File: config.mk
export PLATFORM = sky130hd
export DESIGN_NAME = filt_wb_writer
export DESIGN_NICKNAME = d
export VERILOG_FILES = /design/src/rtl/filt_wb_writer.sv
export SDC_FILE = /design/constraint.sdc
export NUM_CORES = 1
export LEC_CHECK = 0
export CORE_MARGIN = 1
export CORE_UTILIZATION = 45
export DETAILED_ROUTE_END_ITERATION = 10
export PLACE_DENSITY = 0.7
export RECOVER_POWER = 50
export REMOVE_ABC_BUFFERS = 1
export SLEW_MARGIN = 10
export SYNTH_ARGS = -nofsm -noshare
export SYNTH_HDL_FRONTEND = slang
export SYNTH_SLANG_ARGS = --single-unit
File: constraint.sdc
create_clock -name clk -period 7.38 [get_ports clk]
set_clock_uncertainty 0.2 [all_clocks]
set_input_delay 1.107 -clock clk [delete_from_list [all_inputs] [get_ports clk]]
set_output_delay 1.107 -clock clk [all_outputs]
set_load 0.01 [all_outputs]
File: src/rtl/filt_wb_writer.sv
// filt_wb_writer: write-back stage for the 1by1 word filters.
// Accepts result words over valid/ready, buffers them in a small FIFO and
// issues one memory write per word at offset + word index.
//
// state | meaning
// IDLE  | waiting for start after reset
// RUN   | accepting words and writing them out
// DONE  | all filesize words written; waiting for next start
module filt_wb_writer #(
  parameter int DEPTH  = 4,
  parameter int WORD_W = 128
) (
  input  logic              clk,
  input  logic              reset,
  input  logic              start,
  input  logic [31:0]       offset,
  input  logic [31:0]       filesize,
  input  logic [WORD_W-1:0] in_data,
  input  logic              in_valid,
  output logic              in_ready,
  output logic [31:0]       mem_addr,
  output logic [WORD_W-1:0] mem_wdata,
  output logic              mem_we,
  input  logic              mem_ack,
  output logic              busy,
  output logic              done
);

  localparam int AW = $clog2(DEPTH);

  typedef enum logic [1:0] {IDLE, RUN, DONE} state_t;

  state_t            state_q, state_d;
  logic [WORD_W-1:0] fifo_mem [DEPTH];
  logic [AW:0]       wptr, rptr;
  logic [31:0]       offset_q, size_q, acc_cnt, wr_cnt;
  logic              running, full, empty, push, pop, take_start;

  // Pointers carry one extra wrap bit so full and empty can be told apart.
  assign empty      = (wptr == rptr);
  assign full       = (wptr[AW] != rptr[AW]) && (wptr[AW-1:0] == rptr[AW-1:0]);
  assign running    = (state_q == RUN);
  assign in_ready   = running && !full && (acc_cnt < size_q);
  assign mem_we     = running && !empty;
  assign push       = in_valid && in_ready;
  assign pop        = mem_we && mem_ack;
  assign take_start = start && (state_q != RUN);

  assign mem_addr  = offset_q + wr_cnt;
  assign mem_wdata = mem_we ? fifo_mem[rptr[AW-1:0]] : '0;
  assign busy      = running;
  assign done      = (state_q == DONE);

  // State register.
  always_ff @(posedge clk) begin
    if (reset) state_q <= IDLE;
    else       state_q <= state_d;
  end

  // Next-state logic; the final completion moves to DONE on the following cycle.
  always_comb begin
    state_d = state_q;
    case (state_q)
      IDLE, DONE: begin
        if (start) state_d = (filesize == 32'd0) ? DONE : RUN;
      end
      RUN: begin
        if (pop && ((wr_cnt + 32'd1) == size_q)) state_d = DONE;
      end
      default: state_d = IDLE;
    endcase
  end

  // Job parameters, word counters and FIFO pointers.
  always_ff @(posedge clk) begin
    if (reset) begin
      offset_q <= '0;
      size_q   <= '0;
      acc_cnt  <= '0;
      wr_cnt   <= '0;
      wptr     <= '0;
      rptr     <= '0;
    end else if (take_start) begin
      offset_q <= offset;
      size_q   <= filesize;
      acc_cnt  <= '0;
      wr_cnt   <= '0;
      wptr     <= '0;
      rptr     <= '0;
    end else begin
      if (push) begin
        acc_cnt <= acc_cnt + 32'd1;
        wptr    <= wptr + {{AW{1'b0}}, 1'b1};
      end
      if (pop) begin
        wr_cnt <= wr_cnt + 32'd1;
        rptr   <= rptr + {{AW{1'b0}}, 1'b1};
      end
    end
  end

  // FIFO storage; contents need no reset since the pointers gate visibility.
  always_ff @(posedge clk) begin
    if (push) fifo_mem[wptr[AW-1:0]] <= in_data;
  end

endmodule

# Word-level counts from Yosys, hierarchy flattened
# Memories as Yosys holds them, arrays and structs flattened. A register that Yosys moved wholly into a read port is not among the register bits.
# Index checks and enable logic that the tools add are counted.
[word_totals] ff_bits=136 latch_bits=0 ramBits=512 romBits=0 out_inout_bits=164 n_memories=1
[classes] add_sub_neg=5 mul=0 div_mod_pow=0 order_cmp=1 eq_ne=9 shifts=0 mux=9 bitwise=0 reduce_logical=15
[memory_table] name="fifo_mem" depth=4 width=128 rd=1 rd_clocked_by_memory_dff=1 wr=1 line_no="34" text="logic [WORD_W-1:0] fifo_mem [DEPTH];"
[ops] op="$mux W128" n=1
[ops] op="$add A32 B1 Y32 const B" n=2
[ops] op="$add A32 B32 Y32" n=1
[ops] op="$eq A32 B32 Y1" n=1
[ops] op="$logic_not A32 Y1" n=1
[ops] op="$lt A32 B32 Y1" n=1
[ops] op="$mux W2" n=5
[ops] op="$logic_and A1 B1 Y1" n=8
[ops] op="$add A3 B1 Y3 const B" n=2
[ops] op="$ne A2 B1 Y1 const B" n=2
[ops] op="$pmux W2 S2" n=1
[ops] op="$reduce_or A2 Y1" n=2
[ops] op="$eq A3 B3 Y1" n=1
[ops] op="$eq A2 B1 Y1 const B" n=1
[ops] op="$eq A2 B2 Y1" n=1
[ops] op="$eq A2 B2 Y1 const B" n=1
[ops] op="$logic_not A1 Y1" n=2
[ops] op="$logic_not A2 Y1" n=1
[ops] op="$mux W1" n=2
[ops] op="$ne A2 B2 Y1 const B" n=1
[ops] op="$reduce_and A2 Y1" n=1
[ops] op="$ne A1 B1 Y1" n=1

# Longest topological paths before layout
# Gate-level depths: netlist of run 1.
[depth] ltp_word=8 depth_mapped=12 mapped_depth_nobuf=11

# Worst setup path before layout of run 1
# No wires, ideal clock.
[synth_path] path_kind="reg2reg" startpoint="register size_q[17]" endpoint="memory fifo_mem[1][0] (enable)" arrival_ps=5332 t_required_ps=6678 slack_ps=1346 stages_incl_launch_ff=11 synth_period_minus_slack_ps=6034 cell_sequence="dfxtp_1 inv_1 ha_1 a21o_1 a21o_1 a21oi_1 nand2_1 o41ai_2 and3_1 clkbuf_1 and2_1"
[synth_between] elab_chain_len=5
[synth_rtl] item="start: declaration" line_no="36" text="logic [31:0] offset_q, size_q, acc_cnt, wr_cnt;"
[synth_rtl] item="start signal: assignment" line_no="85" text="size_q <= filesize;"
[synth_rtl] item="$lt A32 B32 Y1" line_no="43" text="assign in_ready = running && !full && (acc_cnt < size_q);"
[synth_rtl] item="$logic_and A1 B1 Y1" line_no="43"
[synth_rtl] item="$logic_and A1 B1 Y1" line_no="45" text="assign push = in_valid && in_ready;"
[synth_rtl] item="$mux W1" line_no="104" text="if (push) fifo_mem[wptr[AW-1:0]] <= in_data;"
[synth_rtl] item="$mux W1 (implied by the code)" line_no="104"
[synth_rtl] item="end: declaration" line_no="34"
# Every way passes these cells.

# Final worst setup path of run 1
[layout_path] startpoint="register wr_cnt[16]" endpoint="output port mem_addr[29]"
[layout_between] elab_chain_len=1
[layout_rtl] item="start: declaration" line_no="36"
[layout_rtl] item="start signal: assignment" line_no="96" text="wr_cnt <= wr_cnt + 32'd1;"
[layout_rtl] item="$add A32 B32 Y32" line_no="49" text="assign mem_addr = offset_q + wr_cnt;"
[layout_rtl] item="end: declaration" line_no="21" text="output logic [31:0] mem_addr,"
# Every way passes these cells.

==> reports/results.txt, run 1 <==
outcome -> finished with violations
failing checks -> max-capacitance violations, max-slew violations
EDFF count, synth -> 512
Sink Count -> 650
RSZ-0062 raised after global routing -> no
final period utilization -> 0.7595
Top Ports -> 361
register area share after synthesis -> 0.6437
post-DR wirelength/cell -> 21.56 µm
vias -> 17780
Worst Setup Slack, final -> 1.775 ns
Final ANT Viol Nets -> 0
drt first-iter violations -> 1188
Skew-Pair Late Insertion Delay -> 0.61 ns
GR Util All Layers -> 0.2204
Syn Inst Count -> 1982
synthesized cell area -> 28180 µm²
Pre-antenna DRT Iters -> 5
Slew HR -> -0.9405
Lkg Pwr -> 11.71 nW
first-pass GRT wire length -> 106300 µm
Max-cap violations -> 2
Worst Reg-to-Reg Cells -> 10
CTS tree -> yes
Clock transition at path regs -> 0.06 ns
RR Endpoint -> fifo_mem[0][69]
Pwr Density -> 231.2 nW/µm²
Rows -> 91
Final Hold Fails -> 0
flop-to-flop setup slack -> 1.79 ns
pre-CTS setup slack -> 2.553 ns
fin nets -> 2603
Yosys warning count -> 0
vias in the first global route -> 18160
min-delay src -> offset_q[0]
final wirelength -> 69930 µm
post-route setup TNS -> 0 ns
Final min period -> 5.605 ns
initial antenna violation count -> 28
WP data required -> 6.07 ns
crit path capture type -> primary output
share of post-route cells with drive strength above 1 -> 0.1118
die outline area -> 63620 µm²
WS Path Type -> reg -> out
Remaining Overflow, GRT -> 0
Max Freq -> 178.4 MHz
post-synthesis async set-or-reset flop share -> 0
DRC -> 0
largest fanout on the critical path -> 7
Layout Utilization -> 0.5677
port bufs -> 360
die height -> 252.2 µm
Root Buffer -> clkbuf_16
synthesis-to-finish area growth -> 24.56%
crit path DAT -> 4.30 ns
worst setup path endpoint -> mem_addr[29]
Max Transition Viols Final -> 123
Chip Width -> 252.2 µm
hpwl dp -> 45500 µm
CTS max path bufs -> 3
mean area per synthesized cell -> 14.22 µm²
# hold bufs at CTS -> 0
RR Startpoint -> size_q[17]
Distinct cells, synth -> 62
postcts setup bufs -> 0
CTS resizes -> 0
CP Launch Type -> flip-flop
final setup vio count -> 0
top_reg_cell synth -> edfxtp_1
Core ar. -> 61830 µm²
worst hold path type -> reg -> reg
Worst-Margin Slew -> 2.911 ns
largest net degree at the start of global routing -> 129
CTS H-tree depth -> 3
Vias/cell -> 5.483
global placer's final weighted congestion -> 0.8746
Worst Setup SP -> wr_cnt[16]
Max VDD drop -> 203.7 µV
Num CTS Buffers -> 70
Seq cells post-synth -> 650
Initial Utilization -> 0.4558
placed cells by master, fill, tap and decap left out, drive strengths merged, types with 69 or more instances in the layout:
cell / netlist / final
ha: 69 / 69
nand2: 211 / 211
edfxtp: 512 / 512
mux4: 128 / 128
nor2: 72 / 72
dlygate4sd3: 0 / 132
clkdlybuf4s50: 0 / 227
a21oi: 129 / 129
dfxtp: 138 / 138
clkbuf: 70 / 88
and2: 140 / 140
where the power goes:
group / total, W / switching (W) / internal, W
clock network: 0.00366 / 0.00146 / 0.00220
logic: 0.000418 / 0.000217 / 0.000201
registers: 0.00404 / 0.0000300 / 0.00401
Yosys cell counts, drive strengths merged, types with 3 or more instances:
cell type	number	area, µm²
a2111oi	9	78.83
o21a	8	60.06
nand4	28	196.4
and3	8	50.05
inv	56	210.2
a31oi	8	50.05
o41ai	5	51.30
mux4	128	2883
and2	140	875.8
nor3	22	110.1
buf	23	87.58
o211ai	11	82.58
a21o	23	172.7
nand2b	5	31.28
o311ai	3	26.28
o21bai	5	37.54
clkbuf	70	264.0
xor2	38	332.8
a21oi	129	645.6
nor2	72	270.3
edfxtp	512	15370
o2111ai	4	35.03
ha	69	863.3
or3	25	161.4
dfxtp	138	2763
and4	6	52.55
a211oi	8	60.06
nor4	24	165.2
nor2b	10	62.56
or2	5	31.28
or4	12	90.09
mux2i	4	40.04
nand3	29	145.1
o31a	5	43.79
nand2	211	792.0
o21ai	42	210.2
xnor2	66	578.1
worst min-delay path by stage:
stage,to,slack (ns),cells after the start
2_1_floorplan,offset_q[0],0.23,2
3_3_place_gp,offset_q[27],0.25,2
3_5_place_dp,offset_q[6],0.26,2
4_1_cts,offset_q[0],0.27,2
5_1_grt,offset_q[13],0.28,2
6_report,offset_q[0],0.26,2
registers in the layout, indices dropped and copies added (netlist names), named ones only:
signal / cells
wr_cnt: 32
acc_cnt: 32
wptr: 3
size_q: 32
offset_q: 32
fifo_mem: 512
state_q: 2
rptr: 3
through the flow:
step                      total power (W)  hold slack [ns]  area [µm²]  std cells
after global routing             0.008367           0.2839       35080       3236
after floorplan                  0.004294           0.2346       27830       1889
after detailed placement         0.004547           0.2561       32680       3101
after global placement           0.004533           0.2505       32680       3101
after CTS                        0.008211           0.2654       35090       3226
final                            0.008115           0.2587       35100       3243
cells by family after synthesis:
logic type,share of synthesized area
DFF,0.6437
and+or+nand+nor,0.1092
AOI/OAI and AO/OA,0.05977
buffers and inverters,0.01994
muxes,0.1037
xor gates and xnor gates,0.03233
adders and majority gates,0.03135
routing by layer:
metal / global-route usage / vias up / part of all wire
met5: 0 / - / 0.0020
met4: 0.07429 / 24 / 0.028
met3: 0.07312 / 138 / 0.086
met2: 0.3582 / 559 / 0.49
met1: 0.2769 / 8821 / 0.40
li1: - / 8239 / -
critical path, stage by stage (launching register included):
cell             delay [ns]
dfxtp_1                0.47
ha_1                   0.35
a21o_1                 0.20
a21o_1                 0.20
a2111oi_0              0.59
o41ai_1                0.22
a21oi_1                0.21
nor2b_1                0.27
nor4b_1                0.10
a2111oi_0              0.47
clkdlybuf4s50_1        0.63
layout make-up:
type	instances	area (µm²)
Sequential cell	650	18140
Clock buffer	86	1863
Antenna cell	17	42.54
Fill cell	4857	26730
Clock inverter	39	545.5
Tap cell	837	1047
Timing Repair Buffer	375	3766
Inverter	56	210.2
Multi-Input combinational cell	1183	9478
Note: power is estimated with default switching activity, not from simulation.
==> run 2, diff against run 1 <==
Clock period 7.38 ns to 5.44 ns, I/O delays scaled along.
==> run 2 against run 1 <==
The run still ends with max-capacitance violations, max-slew violations left. Cell count grew 0.40%. Core utilization is 0.26 points higher. Die area unchanged. Clock-buffer cell count is 3 higher. First-iteration DRC count rose by 2.1%. Sequential share of layout area is 0.23 points lower. Non-clock buffer count is 23 higher. Via count up 0.97%.
==> reports/results.txt, run 2 (synthesis results as in run 1) <==
Sink Count -> 650 (unchanged)
Final Hold Fails -> 0 (unchanged)
outcome -> finished with violations
failing checks -> max-capacitance violations, max-slew violations
Lkg Pwr -> 11.79 nW (+0.71%)
Worst-Margin Slew -> 3.011 ns (+0.1001 ns)
Root Buffer -> clkbuf_16
Skew-Pair Late Insertion Delay -> 0.61 ns (about the same)
crit path capture type -> primary output
WP data required -> 4.42 ns (-1.65 ns)
final period utilization -> 0.9298
Max Freq -> 197.7 MHz
internal power -> 0.008444 W (+32%)
Slew HR -> -1.007 (-0.06677)
RSZ-0062 raised after global routing -> no
Clk network pwr share -> 0.435 (-0.016)
vias in the first global route -> 18510 (+1.9%)
global placer's final weighted congestion -> 0.8878 (+1.5%)
post-DR wirelength/cell -> 21.69 µm (+0.59%)
Top Ports -> 361 (unchanged)
vias -> 17950 (+0.97%)
Num CTS Buffers -> 70 (unchanged)
Initial Utilization -> 0.4558 (unchanged)
final setup vio count -> 0 (unchanged)
Max Transition Viols Final -> 84 (-32%)
Remaining Overflow, GRT -> 0 (unchanged)
Clock transition at path regs -> 0.06 ns (about the same)
Final min period -> 5.058 ns
Vias/cell -> 5.514 (+0.57%)
Pre-antenna DRT Iters -> 5 (unchanged)
worst hold path type -> reg -> reg
fin nets -> 2626 (+0.88%)
GR Util All Layers -> 0.2237 (+0.003284)
CTS tree -> yes
most common cell after layout, fill and taps aside -> edfxtp_1
WS Path Type -> reg -> out
Max-cap violations -> 2 (unchanged)
Logic pwr share -> 0.054 (+0.002)
most frequent cells in the layout -> edfxtp_1, clkdlybuf4s50_1, nand2_1
crit path DAT -> 4.04 ns (-0.26 ns)
CP Launch Type -> flip-flop
synthesis-to-finish area growth -> 25.13%
share of post-route cells with drive strength above 1 -> 0.1177 (+0.005909)
sequential share of power -> 0.512 (+0.014)
Layout fillers -> 4869 (+0.25%)
postcts setup bufs -> 0 (unchanged)
DRC -> 0 (unchanged)
final wirelength -> 70620 µm (+0.99%)
Pwr Density -> 303.8 nW/µm² (+31%)
Final ANT Viol Nets -> 0 (unchanged)
switch share -> 0.2116 (+0.001433)
port bufs -> 360 (unchanged)
largest net degree at the start of global routing -> 114 (-12%)
hold slack -> 0.2607 ns (+0.002060 ns)
CTS max path bufs -> 3 (unchanged)
hpwl dp -> 48100 µm (+5.7%)
NetSw -> 0.002266 W (+33%)
max FFs per register -> 512 (unchanged)
Chip Width -> 252.2 µm (unchanged)
drt first-iter violations -> 1213 (+2.1%)
CTS H-tree depth -> 3 (unchanged)
Inst Count DP -> 3124 (+0.74%)
Core ar. -> 61830 µm² (unchanged)
non-filler cells, final -> 3256 (+0.40%)
die height -> 252.2 µm (unchanged)
Max VDD drop -> 301.8 µV (+48%)
Rows -> 91 (unchanged)
die outline area -> 63620 µm² (unchanged)
first-pass GRT wire length -> 107800 µm (+1.4%)
largest fanout on the critical path -> 8 (+1)
initial antenna violation count -> 23 (-18%)
-- run 2: cell count changes in the layout (fill, tap and decap cells not counted), moves of 3 or more --
cell	change
and2_0	+14
and2_1	-17
buf_12	+12
buf_4	+11
bufinv_16	-5
clkdlybuf4s50_1	-4
clkinv_1	+3
clkinv_2	-8
diode_2	-3
dlygate4sd3_1	+4
-- run 2: metrics by stage --
| stage | worst slack, ns | cell area, µm² | TNS [ns] | util | power, W |
|---|---|---|---|---|---|
| floorplan | -1.721 | 27830 | -476.72 | - | 0.005826 |
| global placement | 0.8402 | 33000 | 0 | 0.5338 | 0.006160 |
| detailed placement | 0.8869 | 33000 | 0 | 0.5338 | 0.006178 |
| CTS | 0.1825 | 35240 | 0 | 0.5701 | 0.01083 |
| global route | 0.01986 | 35240 | 0 | 0.5699 | 0.01103 |
| finish | 0.3820 | 35260 | 0 | 0.5703 | 0.01071 |
-- run 2: critical path, stage by stage, from the launching register on --
cell and delay [ns]:
dfxtp_1 0.53, ha_1 0.36, a21oi_1 0.28, nand2_1 0.08, a31oi_1 0.26, o21ai_0 0.28
a21oi_1 0.24, nor2b_1 0.28, nor4b_1 0.09, a2111oi_0 0.41, clkdlybuf4s50_1 0.62
-- run 2: power by group through the flow --
stage	Sequential, W	Combinational (W)	Clock [W]
6_report	0.00548	0.000575	0.00466
5_1_grt	0.00548	0.000625	0.00493
4_1_cts	0.00548	0.000599	0.00475
3_5_place_dp	0.00558	0.000594	0
3_3_place_gp	0.00558	0.000581	0
2_1_floorplan	0.00558	0.000248	0
-- run 2: routing by layer --
metal,GRT usage,routed length [µm],part of all wire,up-vias
met5,0,116,0.0016,-
li1,-,-,-,8282
met1,0.2848,28300,0.40,8929
met4,0.07221,1965,0.028,18
met2,0.3684,34200,0.48,593
met3,0.06426,6044,0.086,132
-- run 2: worst paths after layout --
kind | from | to | slack [ns] | depth (start not counted)
setup / recovery | wr_cnt[4] | mem_addr[29] | 0.38 | 10
hold / removal | offset_q[0] | offset_q[0] | 0.26 | 2
hold reg to reg | offset_q[0] | offset_q[0] | 0.26 | 2
setup reg to reg | size_q[17] | fifo_mem[2][52] | 0.84 | 10
-- run 2: repair_timing --
action	CTS	global route
hold endpoints to repair	0	0
resized for setup	0	3
setup endpoints to repair	0	2
hold buffers	0	0
-- run 2: cell type report --
type / count / area, µm² / area share
Clock buffer: 89 / 1867 / 0.05295
Inverter: 56 / 210.2 / 0.005962
Antenna cell: 14 / 35.03 / 0.0009936
Clock inverter: 29 / 372.9 / 0.01058
Timing Repair Buffer: 398 / 4089 / 0.1160
Sequential cell: 650 / 18140 / 0.5146
Tap cell: 837 / 1047 / 0.02970
Multi-Input combinational cell: 1183 / 9492 / 0.2692
==> run 3, diff against run 2 <==
Settings changed: SKIP_LAST_GASP set to 1.
==> results of run 3 <==
Final layout, timing and power as in run 2 (identical DEF).
